[config.mk]
export PLATFORM = sky130hd
export DESIGN_NAME = mem_access_unit
export DESIGN_NICKNAME = d
export VERILOG_FILES = /design/src/rtl/mau_pkg.sv /design/src/rtl/mau_lane.sv /design/src/rtl/mem_access_unit.sv
export SDC_FILE = /design/constraint.sdc
export NUM_CORES = 1
export LEC_CHECK = 0
export CAP_MARGIN = 0
export CELL_PAD_IN_SITES_DETAIL_PLACEMENT = 2
export CELL_PAD_IN_SITES_GLOBAL_PLACEMENT = 2
export CORE_MARGIN = 2
export CORE_UTILIZATION = 37
export CTS_CLUSTER_SIZE = 24
export DETAILED_ROUTE_END_ITERATION = 6
export DONT_BUFFER_PORTS = 1
export PLACE_DENSITY_LB_ADDON = 0.1
export SYNTH_ARGS = -nofsm -noshare
export SYNTH_HDL_FRONTEND = slang
export SYNTH_SLANG_ARGS = --single-unit
[constraint.sdc]
create_clock -name clk -period 2.6 [get_ports clk]
set_input_delay 0.26 -clock clk [delete_from_list [all_inputs] [get_ports clk]]
set_output_delay 0.26 -clock clk [all_outputs]
set_load 0.02 [all_outputs]
[src/rtl/mau_pkg.sv]
// mau_pkg: shared types and constants for the memory access unit.
//   size_e  - request size encoding (2'b11 is illegal and has no member)
//   state_e - sequencer states
//   ERR_*   - response error codes
//   req_error() - classifies a request at accept time
package mau_pkg;

  typedef enum logic [1:0] {
    SZ_BYTE = 2'b00,
    SZ_HALF = 2'b01,
    SZ_WORD = 2'b10
  } size_e;

  typedef enum logic [1:0] {
    IDLE  = 2'b00,
    READ  = 2'b01,
    WRITE = 2'b10,
    RESP  = 2'b11
  } state_e;

  localparam logic [1:0] ERR_OK       = 2'b00;
  localparam logic [1:0] ERR_MISALIGN = 2'b01;
  localparam logic [1:0] ERR_RANGE    = 2'b10;
  localparam logic [1:0] ERR_SIZE     = 2'b11;

  // Checks run in priority order: size, then alignment, then range.
  function automatic logic [1:0] req_error(input logic [1:0]  size,
                                           input logic [31:0] addr,
                                           input int          addr_w);
    logic [31:0] hi;
    hi = addr >> (addr_w + 2);
    if (size == 2'b11)
      return ERR_SIZE;
    if ((size == SZ_HALF && addr[0]) || (size == SZ_WORD && addr[1:0] != 2'b00))
      return ERR_MISALIGN;
    if (hi != 32'd0)
      return ERR_RANGE;
    return ERR_OK;
  endfunction

endpackage

[src/rtl/mau_lane.sv]
// mau_lane: combinational byte-lane logic for the memory access unit.
//   word_i     - word read from memory
//   new_data_i - right-justified store data
//   addr_lo_i  - byte offset within the word (addr[1:0])
//   size_i     - access size (byte/half/word)
//   unsigned_i - zero-extend loads when 1, sign-extend when 0
//   load_o     - selected and extended load value
//   merged_o   - word_i with the addressed lane replaced by new_data_i
module mau_lane
  import mau_pkg::*;
(
  input  logic [31:0] word_i,
  input  logic [31:0] new_data_i,
  input  logic [1:0]  addr_lo_i,
  input  logic [1:0]  size_i,
  input  logic        unsigned_i,
  output logic [31:0] load_o,
  output logic [31:0] merged_o
);

  logic [7:0]  byte_sel;
  logic [15:0] half_sel;

  // Load path: little-endian lane select, then extend.
  always_comb begin
    // NOTE: every output of a combinational block gets a default up front,
    // so no path through the case statements can infer a latch.
    byte_sel = word_i[7:0];
    load_o   = word_i;
    case (addr_lo_i)
      2'd0:    byte_sel = word_i[7:0];
      2'd1:    byte_sel = word_i[15:8];
      2'd2:    byte_sel = word_i[23:16];
      default: byte_sel = word_i[31:24];
    endcase
    half_sel = addr_lo_i[1] ? word_i[31:16] : word_i[15:0];
    case (size_i)
      SZ_BYTE: load_o = {{24{~unsigned_i & byte_sel[7]}}, byte_sel};
      SZ_HALF: load_o = {{16{~unsigned_i & half_sel[15]}}, half_sel};
      default: load_o = word_i;
    endcase
  end

  // Store path: overwrite only the addressed lane of the old word.
  always_comb begin
    merged_o = word_i;
    case (size_i)
      SZ_BYTE: begin
        case (addr_lo_i)
          2'd0:    merged_o[7:0]   = new_data_i[7:0];
          2'd1:    merged_o[15:8]  = new_data_i[7:0];
          2'd2:    merged_o[23:16] = new_data_i[7:0];
          default: merged_o[31:24] = new_data_i[7:0];
        endcase
      end
      SZ_HALF: begin
        if (addr_lo_i[1]) merged_o[31:16] = new_data_i[15:0];
        else              merged_o[15:0]  = new_data_i[15:0];
      end
      default: merged_o = new_data_i;
    endcase
  end

endmodule

[src/rtl/mem_access_unit.sv]
// mem_access_unit: load/store sequencer between the MEM stage and a
// word-wide data memory of 2^ADDR_W words. One transaction at a time.
//   req_*   - request handshake and fields from the pipeline
//   resp_*  - response handshake, load data and error code
//   mem_*   - word address, write data, read/write strobes, read data
// Sub-word stores are done as read-modify-write since the memory only
// writes whole words.
module mem_access_unit
  import mau_pkg::*;
#(
  parameter int ADDR_W = 5
) (
  input  logic              clk,
  input  logic              rst,
  input  logic              req_valid,
  output logic              req_ready,
  input  logic              req_we,
  input  logic [1:0]        req_size,
  input  logic              req_unsigned,
  input  logic [31:0]       req_addr,
  input  logic [31:0]       req_wdata,
  output logic              resp_valid,
  input  logic              resp_ready,
  output logic [31:0]       resp_rdata,
  output logic [1:0]        resp_err,
  output logic [ADDR_W-1:0] mem_addr,
  output logic [31:0]       mem_wdata,
  output logic              mem_rd,
  output logic              mem_wr,
  input  logic [31:0]       mem_rdata
);

  state_e              state_q, state_d;
  logic                we_q, we_d;
  logic [1:0]          size_q, size_d;
  logic                uns_q, uns_d;
  // Address bits above the memory range only feed the range check,
  // which is resolved at accept, so they are not kept.
  logic [ADDR_W+1:0]   addr_q, addr_d;
  // Holds store data, then the merged word after the read of an RMW.
  logic [31:0]         wdata_q, wdata_d;
  logic [31:0]         rdata_q, rdata_d;
  logic [1:0]          err_q, err_d;

  logic [1:0]          req_err;
  logic [31:0]         lane_load;
  logic [31:0]         lane_merged;

  assign req_err = req_error(req_size, req_addr, ADDR_W);

  mau_lane u_lane (
    .word_i     (mem_rdata),
    .new_data_i (wdata_q),
    .addr_lo_i  (addr_q[1:0]),
    .size_i     (size_q),
    .unsigned_i (uns_q),
    .load_o     (lane_load),
    .merged_o   (lane_merged)
  );

  always_comb begin
    state_d = state_q;
    we_d    = we_q;
    size_d  = size_q;
    uns_d   = uns_q;
    addr_d  = addr_q;
    wdata_d = wdata_q;
    rdata_d = rdata_q;
    err_d   = err_q;
    case (state_q)
      IDLE: begin
        if (req_valid) begin
          we_d    = req_we;
          size_d  = req_size;
          uns_d   = req_unsigned;
          addr_d  = req_addr[ADDR_W+1:0];
          wdata_d = req_wdata;
          rdata_d = '0;
          err_d   = req_err;
          if (req_err != ERR_OK)                 state_d = RESP;
          else if (req_we && req_size == SZ_WORD) state_d = WRITE;
          else                                   state_d = READ;
        end
      end
      READ: begin
        if (we_q) begin
          wdata_d = lane_merged;
          state_d = WRITE;
        end else begin
          rdata_d = lane_load;
          state_d = RESP;
        end
      end
      WRITE:   state_d = RESP;
      RESP:    if (resp_ready) state_d = IDLE;
      default: state_d = IDLE;
    endcase
  end

  // NOTE: every register, including the latched request fields, is cleared
  // by the asynchronous reset so the unit restarts from a known state.
  always_ff @(posedge clk or posedge rst) begin
    if (rst) begin
      state_q <= IDLE;
      we_q    <= 1'b0;
      size_q  <= 2'b00;
      uns_q   <= 1'b0;
      addr_q  <= '0;
      wdata_q <= '0;
      rdata_q <= '0;
      err_q   <= ERR_OK;
    end else begin
      // NOTE: non-blocking assignments here so all state updates together
      // at the clock edge, independent of statement order.
      state_q <= state_d;
      we_q    <= we_d;
      size_q  <= size_d;
      uns_q   <= uns_d;
      addr_q  <= addr_d;
      wdata_q <= wdata_d;
      rdata_q <= rdata_d;
      err_q   <= err_d;
    end
  end

  // Strobes decode straight from the state register, so an asynchronous
  // reset drops mem_wr immediately and an interrupted store never writes.
  assign req_ready  = (state_q == IDLE);
  assign resp_valid = (state_q == RESP);
  assign mem_rd     = (state_q == READ);
  assign mem_wr     = (state_q == WRITE);
  assign mem_addr   = addr_q[ADDR_W+1:2];
  assign mem_wdata  = mem_wr ? wdata_q : '0;
  assign resp_rdata = resp_valid ? rdata_q : '0;
  assign resp_err   = resp_valid ? err_q : ERR_OK;

endmodule

==> tab_implementation.tex <==
\begin{tabular}{lr}
\hline
Metric & Value \\
\hline
\multicolumn{2}{l}{\textbf{Clocking}} \\
Clock edge transition at the registers on the reported setup and hold paths & 60 ps \\
Number of buffers added by the clock tree synthesis step & 9 \\
Post-cts hold buffer count & 1 \\
Clock tree root driver cell & sky130\_fd\_sc\_hd\_\_clkbuf\_16 \\
Clock tree sinks & 79 \\
Number of H-tree branching levels & 3 \\
Post-cts gate resize count & 0 \\
CTS tree & done \\
Clk buf depth & 2 \\
Later-pin clock latency in the skew report & 350 ps \\
Post-CTS setup buffer count & 0 \\
\multicolumn{2}{l}{\textbf{Synth}} \\
Number of nets produced by synthesis & 652 \\
Number of cells produced by synthesis & 544 \\
Post-synthesis register bit count & 79 \\
Yosys warning total & 0 \\
Syn Area/Cell & 9.35 um\^{}2 \\
Proportion of synthesized chip area in sequential cells & 38.9\% \\
Unique masters post-synth & 51 \\
Ys async rst share & 100\% \\
Ys flop type & sky130\_fd\_sc\_hd\_\_dfrtp\_1 \\
Count of flip-flops with a built-in enable after synthesis & 0 \\
Synth Cell Area & 5080 um\^{}2 \\
\multicolumn{2}{l}{\textbf{Drt}} \\
Residual DRC & 0 \\
First-iteration detailed-routing DRC count & 205 \\
Avg Vias per Cell & 6.14 \\
Wire length per cell after detailed routing & 26.0 um \\
Antenna-violating nets left & 0 \\
DRT Pass-1 Iters & 4 \\
Wire length after detailed routing & 18300 um \\
Via Count & 4326 \\
\multicolumn{2}{l}{\textbf{Critical path}} \\
Worst-path maximum fanout & 14 \\
WP data arrival & 2440 ps \\
Worst-path cell chain & mux2\_2, a22oi\_1, o21ai\_0, a32o\_1 \\
Standard cell with the maximum stage delay on the critical path & sky130\_fd\_sc\_hd\_\_dfrtp\_1 \\
Stage delay of the slowest cell on the critical path & 650 ps \\
Number of buffer and inverter instances along the worst setup path & 0 \\
Worst reg2reg path startpoint & addr\_q[1] \\
Endpoint of the most critical register-to-register path & rdata\_q[12] \\
Worst Setup Start Kind & flip-flop \\
Register-to-register path setup slack & 400 ps \\
Family with the most delay on the worst path & compound AO/OA/AOI/OAI gates \\
Classification of the worst setup path & flip-flop to flip-flop \\
Cell count of the worst reg-to-reg path & 4 \\
Critical path capture point type & flip-flop \\
Required time at the endpoint of the critical path & 2830 ps \\
\multicolumn{2}{l}{\textbf{Power and ir drop}} \\
Cell internal power dissipation & 4180 uW \\
Clock power frac & 17.1\% \\
Leak pwr & 0.00234 uW \\
Share of total power consumed by net switching & 47.2\% \\
Pwr Density & 1430 nW/um\^{}2 \\
Combinational cell fraction of total power & 52.3\% \\
Reported net switching power & 3730 uW \\
Share of power burned in registers & 30.6\% \\
Power after layout & 7900 uW \\
Peak VDD IR & 491 uV \\
\multicolumn{2}{l}{\textbf{Placed design}} \\
Minimum setup slack after placement & 420 ps \\
IO Port Bufs & 0 \\
Detailed-placement wirelength estimate & 13600 um \\
Final weighted congestion in routability-driven placement & 0.817 \\
\multicolumn{2}{l}{\textbf{Global route}} \\
Total global routing overflow & 0 \\
Pin count of the biggest net entering global routing & 48 \\
First-pass GRT wire length & 27900 um \\
Via count of the first global-routing pass & 4700 \\
Number of antenna violations at the first check in global routing & 0 \\
Total Routing Usage GR & 25.4\% \\
\multicolumn{2}{l}{\textbf{Timing}} \\
Final clock period utilization by the worst path & 84.8\% \\
Highest attainable clock frequency & 454 MHz \\
Actual slew at the worst max-slew pin & 683 ps \\
Worst slew margin relative to its limit & 54.4\% \\
Unrepaired setup endpoints after global routing & no \\
Clock period minus worst slack & 2200 ps \\
Hold\_ws & 53.7 ps \\
Crit path setup slack, layout & 396 ps \\
Setup Viol. Count Final & 0 \\
Hold Fails Final Rpt & 0 \\
Number of max-slew violations in the final report & 0 \\
Setup TNS & 0 ps \\
Worst-case clock skew & 9.88 ps \\
\multicolumn{2}{l}{\textbf{Floorplanning}} \\
Row Count & 42 \\
Die area & 14700 um\^{}2 \\
Number of placed I/O pins & 179 \\
Die span in x & 121 um \\
Placeable core region & 13300 um\^{}2 \\
Vertical extent of the die & 121 um \\
Initial Util & 38.1\% \\
\multicolumn{2}{l}{\textbf{Layout}} \\
Ratio of cells with drive above 1 in the final layout & 12.1\% \\
Number of nets in the layout & 633 \\
Synth-to-Final Area Change & 9.03\% \\
Diode insertion count for antenna repair & 0 \\
Util after Layout & 41.5\% \\
\multicolumn{2}{l}{\textbf{Min path}} \\
Worst-case hold path end point & size\_q[0] \\
Cell count of the worst hold path & 1 \\
Worst min path class & input pin to flip-flop \\
HP Start & req\_size[0] \\
\multicolumn{2}{l}{\textbf{Run}} \\
Max-capacitance violation count & 0 \\
\multicolumn{2}{l}{\textbf{Status}} \\
Status & finished clean \\
\hline
\end{tabular}
worst register-to-register path: stages, from the launching register on:
cell and delay, ps:
sky130_fd_sc_hd__dfrtp_1 650, sky130_fd_sc_hd__mux2_2 420, sky130_fd_sc_hd__a22oi_1 540, sky130_fd_sc_hd__o21ai_0 190
sky130_fd_sc_hd__a32o_1 290
worst max-delay path by stage:
stage                          start  slack, ps  depth (start not counted)           to
final                      addr_q[1]        400                          4  rdata_q[12]
after global routing      state_q[1]        180                          5  wdata_q[29]
after CTS                 state_q[0]        380                          6  wdata_q[29]
after detailed placement   addr_q[1]        420                          4   rdata_q[8]
after global placement     addr_q[1]        550                          4  rdata_q[12]
after floorplan                  rst        320                          1    addr_q[0]
flip-flops by register name, summed over array words and instances, names as in the netlist:
signal / flops
addr_q: 7
err_q: 2
rdata_q: 32
size_q: 2
state_q: 2
uns_q: 1
wdata_q: 32
we_q: 1
metrics by stage:
stage | std cells | instance area, um^2
finish | 705 | 5540
global route | 705 | 5540
CTS | 705 | 5540
detailed placement | 689 | 5220
global placement | 689 | 5220
floorplan | 544 | 5080
area by class of cell:
class / instances / area (um^2)
flip-flops and latches: 79 / 1980
repair buffers: 19 / 158
multi-input cells: 409 / 2850
inverters: 7 / 27.5
clock buffers: 9 / 225
clock inverters: 6 / 86.3
well taps: 176 / 220
fillers: 1466 / 7800
placed cells by master, fill, tap and decap left out, types with 16 or more instances in the layout:
master | synthesis | final
sky130_fd_sc_hd__dfrtp_1 | 79 | 79
sky130_fd_sc_hd__nand2_1 | 25 | 25
sky130_fd_sc_hd__mux2_2 | 23 | 23
sky130_fd_sc_hd__o31ai_1 | 16 | 16
sky130_fd_sc_hd__and2_1 | 66 | 66
sky130_fd_sc_hd__mux2i_1 | 18 | 18
sky130_fd_sc_hd__nor2_1 | 30 | 30
sky130_fd_sc_hd__a221o_1 | 18 | 18
sky130_fd_sc_hd__buf_4 | 7 | 17
sky130_fd_sc_hd__nand2b_1 | 17 | 17
sky130_fd_sc_hd__a21oi_1 | 42 | 42
synth_stat cells, types with 2 or more instances:
cell type	number	area [um^2]
sky130_fd_sc_hd__o21bai_1	6	45.0
sky130_fd_sc_hd__o21ai_0	10	50.1
sky130_fd_sc_hd__inv_1	6	22.5
sky130_fd_sc_hd__buf_4	7	52.6
sky130_fd_sc_hd__a32o_1	13	130
sky130_fd_sc_hd__o31a_1	8	70.1
sky130_fd_sc_hd__nor2b_1	7	43.8
sky130_fd_sc_hd__a221o_1	18	180
sky130_fd_sc_hd__clkbuf_1	28	105
sky130_fd_sc_hd__buf_2	10	50.1
sky130_fd_sc_hd__ha_1	4	50.1
sky130_fd_sc_hd__dfrtp_1	79	1980
sky130_fd_sc_hd__nor3_1	6	30.0
sky130_fd_sc_hd__nand3_1	9	45.0
sky130_fd_sc_hd__nor2_1	30	113
sky130_fd_sc_hd__mux2i_1	18	180
sky130_fd_sc_hd__a211o_1	7	61.3
sky130_fd_sc_hd__a22o_1	2	17.5
sky130_fd_sc_hd__and3b_1	8	70.1
sky130_fd_sc_hd__buf_1	2	7.51
sky130_fd_sc_hd__o211ai_1	8	60.1
sky130_fd_sc_hd__and2_1	66	413
sky130_fd_sc_hd__nand2b_1	17	106
sky130_fd_sc_hd__o21a_1	4	30.0
sky130_fd_sc_hd__mux2_2	23	259
sky130_fd_sc_hd__nor4_1	5	31.3
sky130_fd_sc_hd__or3_1	15	93.8
sky130_fd_sc_hd__a21o_1	7	52.6
sky130_fd_sc_hd__a31oi_1	3	18.8
sky130_fd_sc_hd__nand2_1	25	93.8
sky130_fd_sc_hd__a211oi_1	8	60.1
sky130_fd_sc_hd__o31ai_1	16	120
sky130_fd_sc_hd__a21oi_1	42	210
sky130_fd_sc_hd__and3_1	9	56.3
sky130_fd_sc_hd__nor3b_1	2	15.0
per-layer routing:
layer	routed length (um)	GRT usage (%)	vias to the layer above
met5	0	0	-
met4	304	7.76	0
met3	886	4.75	17
met2	9410	44.3	132
met1	7740	31.9	2223
li1	-	-	1954
kinds of logic after synthesis:
family	synth area share, %
AND/OR/NAND/NOR	22.6
adder cells (fa/ha/maj)	0.984
flip-flops	38.9
multiplexers	8.93
AO/OA/AOI/OAI	23.4
XOR/XNOR	0.172
buffers and inverters	5.07
power groups by stage:
stage	clock network (uW)	registers [uW]	logic, uW
floorplan	0	2060	3470
global placement	0	2410	3960
detailed placement	0	2440	4150
CTS	1390	2420	4180
global route	1420	2500	4560
finish	1350	2420	4130
Power figures use the tool's default switching activity.
